**config.mk**
```make
export PLATFORM = sky130hd
export DESIGN_NAME = conv2_k_mem_write
export DESIGN_NICKNAME = d
export VERILOG_FILES = /design/src/rtl/conv2_pkg.sv /design/src/rtl/conv2_k_wr_counter.sv /design/src/rtl/conv2_k_mem_write.sv
export SDC_FILE = /design/constraint.sdc
export NUM_CORES = 1
export LEC_CHECK = 0
export ABC_AREA = 1
export BUFFER_PORTS_ARGS = -buffer_cell sky130_fd_sc_hd__buf_2
export CELL_PAD_IN_SITES_DETAIL_PLACEMENT = 0
export CELL_PAD_IN_SITES_GLOBAL_PLACEMENT = 2
export CORE_AREA = 2 2 83 85
export DETAILED_ROUTE_END_ITERATION = 16
export DIE_AREA = 0 0 85 87
export PLACE_DENSITY = 0.85
export SETUP_SLACK_MARGIN = 0.3
export SYNTH_ARGS = -nofsm -noshare
export SYNTH_HDL_FRONTEND = slang
export SYNTH_SLANG_ARGS = --single-unit
```
**constraint.sdc**
```tcl
create_clock -name clk -period 1.55 [get_ports clk]
set_input_delay 0.31 -clock clk [delete_from_list [all_inputs] [get_ports clk]]
set_output_delay 0.31 -clock clk [all_outputs]
set_load 0.05 [all_outputs]
```
**src/rtl/conv2_pkg.sv**
```systemverilog
// Shared conv2 constants and the weight-loader FSM state type.
package conv2_pkg;
  localparam int KSIZE       = 25;
  localparam int NKERN       = 6;
  localparam int BANK_OFFSET = 75;

  typedef enum logic [1:0] {IDLE, LOAD, DONE} state_t;
endpackage

```
**src/rtl/conv2_k_wr_counter.sv**
```systemverilog
// Word address, tap and kernel index counters for the conv2 weight loader.
module conv2_k_wr_counter #(
  parameter int KSIZE  = 25,
  parameter int NKERN  = 6,
  parameter int ADDR_W = 8
) (
  input  logic              clk,
  input  logic              reset,
  input  logic              clear,
  input  logic              inc,
  output logic [ADDR_W-1:0] word_cnt,
  output logic [2:0]        kernel_idx,
  output logic              last_word
);
  localparam int TAP_W = $clog2(KSIZE);

  logic [TAP_W-1:0] tap_cnt;

  assign last_word = (word_cnt == ADDR_W'(NKERN*KSIZE-1));

  always_ff @(posedge clk or negedge reset) begin
    if (!reset) begin
      word_cnt   <= '0;
      tap_cnt    <= '0;
      kernel_idx <= '0;
    end else if (clear) begin
      word_cnt   <= '0;
      tap_cnt    <= '0;
      kernel_idx <= '0;
    end else if (inc) begin
      word_cnt <= word_cnt + 1'b1;
      // kernel_idx advances as each kernel's last tap is taken
      if (tap_cnt == TAP_W'(KSIZE-1)) begin
        tap_cnt    <= '0;
        kernel_idx <= kernel_idx + 1'b1;
      end else begin
        tap_cnt <= tap_cnt + 1'b1;
      end
    end
  end
endmodule

```
**src/rtl/conv2_k_mem_write.sv**
```systemverilog
// Streams conv2 kernel weights into the weight RAM at sequential addresses, then flags done.
// Optional CONV2_K_WR_CKSUM_EN adds a 16-bit wrapping checksum of accepted words.
module conv2_k_mem_write #(
  parameter int DATA_W = 16,
  parameter int KSIZE  = conv2_pkg::KSIZE,
  parameter int NKERN  = conv2_pkg::NKERN,
  parameter int ADDR_W = 8
) (
  input  logic              clk,
  input  logic              reset,
  input  logic              start,
  input  logic              in_valid,
  input  logic [DATA_W-1:0] in_data,
  output logic              in_ready,
  output logic              wr_en,
  output logic [ADDR_W-1:0] wr_addr,
  output logic [DATA_W-1:0] wr_data,
  output logic [2:0]        kernel_idx,
`ifdef CONV2_K_WR_CKSUM_EN
  output logic [15:0]       cksum,
`endif
  output logic              done
);
  import conv2_pkg::*;

  state_t            state, state_nxt;
  logic              clear;
  logic              accept;
  logic              last_word;
  logic [ADDR_W-1:0] word_cnt;

  assign in_ready = (state == LOAD);
  assign done     = (state == DONE);
  assign accept   = in_valid && in_ready;

  conv2_k_wr_counter #(
    .KSIZE (KSIZE),
    .NKERN (NKERN),
    .ADDR_W(ADDR_W)
  ) u_counter (
    .clk       (clk),
    .reset     (reset),
    .clear     (clear),
    .inc       (accept),
    .word_cnt  (word_cnt),
    .kernel_idx(kernel_idx),
    .last_word (last_word)
  );

  always_ff @(posedge clk or negedge reset) begin
    if (!reset) state <= IDLE;
    else        state <= state_nxt;
  end

  always_comb begin
    state_nxt = state;
    clear     = 1'b0;
    case (state)
      IDLE, DONE: begin
        if (start) begin
          state_nxt = LOAD;
          clear     = 1'b1;
        end
      end
      LOAD: begin
        if (accept && last_word) state_nxt = DONE;
      end
      default: state_nxt = IDLE;
    endcase
  end

  // Address/data hold their last value between strobes.
  always_ff @(posedge clk or negedge reset) begin
    if (!reset) begin
      wr_en   <= 1'b0;
      wr_addr <= '0;
      wr_data <= '0;
    end else begin
      wr_en <= accept;
      if (accept) begin
        wr_addr <= word_cnt;
        wr_data <= in_data;
      end
    end
  end

`ifdef CONV2_K_WR_CKSUM_EN
  always_ff @(posedge clk or negedge reset) begin
    if (!reset)      cksum <= '0;
    else if (clear)  cksum <= '0;
    else if (accept) cksum <= cksum + 16'(in_data);
  end
`endif
endmodule
```
==> metrics.csv <==
metric,value,unit
status,finished clean,
Min-Delay Path Class,in2reg,
num ports,50,
combinational share of power,0.385,
Slew headroom,0.838,
Root Buffer,clkbuf_8,
Critical Path Fanout Max,3,
CP Data Required Time,1.24,ns
FP Rows,30,
peak supply drop,0.000605,V
reg2reg start,state[1],
Via density,4.34,
pwr dens,1490,nW/µm²
Fmax,741,MHz
Critical-path top delay cell,dfrtp_1,
min Tclk post-route,1.35,ns
area grow syn2layout,34.5,%
effective utilization at floorplan,0.286,
Reg power frac,0.421,
initial antenna violation count,0,
CP endpoint kind,output port,
total of max-cap violations,0,
Max Root-Sink Buffers,2,
DR DRC count,0,
drt first pass iters,4,
GRT Total Usage,0.120,
static leakage,1.35,nW
H-tree levels,2,
WS Path Type,reg2out,
delay of the slowest critical-path stage,0.38,ns
1st-iter DRT viols,82,
Avg WL per Cell,11.8,µm
Setup TNS Final,0,ns
worst hold endpoint,wr_data[4],
core area,6570,µm²
"critical path, cell by cell",inv_2 > nand2_2 > inv_2 > buf_8,
r2r endpoint,u_counter.word_cnt[7],
RSZ-0062 raised after global routing,yes,
CTS tree,built,
max-slew violation total from the final report,0,
Buf/Inv on CP,3,
final-stage net count,305,
Pwr Total,3.77,mW
warnings from Yosys,0,
syn_nets,240,
register area,1080,µm²
fraction of layout instances using a drive strength above 1,0.329,
CP Launch Type,register,
P_sw,1.55,mW
crit path DAT,1.04,ns
CTS Sinks,43,
Chip Width,85,µm
vias after detailed routing,1561,
Diodes inserted,0,
switching share of power,0.410,
clock slew at reported path FFs,0.08,ns
Multi-input gate area,729,µm²
register area share after synthesis,0.573,
final period utilization,0.871,
GRT overflow,0,
cell repeated most along the worst path,inv_2,
worst-skew pair later-pin latency,0.29,ns
"delay-heaviest family, CP",flip-flops,
Cell variety after synth,22,
Mapped Cells,215,
slew of the pin with the lowest slew margin,0.243,ns
clock skew,0.00145,ns
Vert. Die Dim,87,µm
Worst Reg-to-Reg Cells,7,
Post-Route WL,4250,µm
Mean Syn Cell Area,8.73,µm²
fill cell count,686,
I/O Buffers,49,
vias in the first global route,1523,
Hold Crit Depth,3,
Final setup viols,0,
"commonest non-fill, non-tap cell in the layout",nand2_1,
CTS buffer count,5,
Synth Register Bits,43,
"reg-to-reg slack, setup",0.27,ns
most frequent cells in the layout,"nand2_1 (82), dfrtp_1 (41), buf_2 (29)",
die area,7400,µm²
Clk pwr share,0.193,
Fin. Hold Viols,0,
post-route antenna net violation count,0,
first-pass GRT wire length,7000,µm
largest net degree at the start of global routing,44,
DP HPWL,2790,µm
area of the mapped netlist,1880,µm²
internal power,2.22,mW
HP Start,in_data[4],
gpl congestion,0.721,
[what timing repair did]
| item | in CTS | in global routing |
|---|---|---|
| pin swaps | 1 | 1 |
| endpoints found under the hold margin | 31 | 0 |
| hold buffers | 1 | 0 |
| gates resized for setup | 17 | 28 |
| setup buffers | 6 | 4 |
| gates cloned | 0 | 0 |
| setup endpoints to repair | 20 | 48 |
[area by class of cell]
cell class / count / share of cell area
well taps: 80 / 0.0397
flip-flops and latches: 43 / 0.427
inverters: 18 / 0.0268
multi-input cells: 147 / 0.289
clock buffers: 6 / 0.0327
repair buffers: 65 / 0.182
clock inverters: 1 / 0.00198
[registers in the layout, summed over array words and instances, names as in the netlist]
| signal | cells |
|---|---|
| wr_data | 16 |
| u_counter.word_cnt | 8 |
| u_counter.kernel_idx | 3 |
| state | 2 |
| wr_addr | 8 |
| u_counter.tap_cnt | 5 |
| wr_en | 1 |
[through the flow]
| stage | instances | hold WS (ns) | utilization | cell area, µm² | worst slack, ns |
|---|---|---|---|---|---|
| after floorplan | 215 | 0.0144 | - | 1880 | 0.302 |
| after global placement | 342 | 0.313 | 0.340 | 2230 | 0.275 |
| after detailed placement | 342 | 0.308 | 0.340 | 2230 | 0.239 |
| after CTS | 356 | 0.204 | 0.368 | 2420 | 0.210 |
| after global routing | 360 | 0.206 | 0.384 | 2520 | 0.140 |
| final | 360 | 0.207 | 0.384 | 2520 | 0.200 |
[power groups by stage]
stage / clock [mW] / sequential [mW] / combinational, mW
finish: 0.728 / 1.59 / 1.45
global route: 0.806 / 1.63 / 1.60
CTS: 0.752 / 1.58 / 1.34
detailed placement: 0 / 1.60 / 1.27
global placement: 0 / 1.59 / 1.26
floorplan: 0 / 2.07 / 0.439
[cell usage after synthesis (all sizes together)]
master / n / share of area
a21oi: 6 / 0.016
buf: 7 / 0.023
dfrtp: 43 / 0.57
ha: 5 / 0.033
inv: 18 / 0.036
nand2: 88 / 0.18
nand3: 13 / 0.037
nand3b: 1 / 0.0040
nand4: 2 / 0.0067
nor2: 11 / 0.030
nor3: 2 / 0.0053
o21ai: 15 / 0.040
o22ai: 1 / 0.0033
xnor2: 1 / 0.0047
xor2: 2 / 0.0093
[metal layers]
layer / track usage / vias to the layer above / routed length (µm)
met4: 0.0346 / 0 / 51
met1: 0.152 / 725 / 1970
li1: - / 803 / -
met2: 0.197 / 28 / 2050
met3: 0.0389 / 5 / 181
met5: 0 / - / 0
[how the worst max path moves through the flow]
stage,startpoint,endpoint,slack [ns],cells past startpoint
2_1_floorplan,u_counter.kernel_idx[1],u_counter.kernel_idx[2],0.30,4
3_3_place_gp,state[1],u_counter.word_cnt[0],0.27,6
3_5_place_dp,start,u_counter.tap_cnt[2],0.24,8
4_1_cts,state[1],in_ready,0.21,4
5_1_grt,state[1],in_ready,0.14,4
6_report,state[1],in_ready,0.20,4
[cells by family (layout without fill, tap and decap cells)]
kind of cell	count (synthesis)	in the layout	share of synthesized area
AND/OR/NAND/NOR	117	117	0.261
flip-flops	43	43	0.573
adder cells (fa/ha/maj)	5	5	0.0333
buffers and inverters	25	90	0.0593
AO/OA/AOI/OAI	22	22	0.0593
XOR/XNOR	3	3	0.0140
[worst min-delay path: stages]
cell	delay, ns
buf_2	0.07
nand2_1	0.04
nand2_1	0.04
Power figures use the tool's default switching activity.
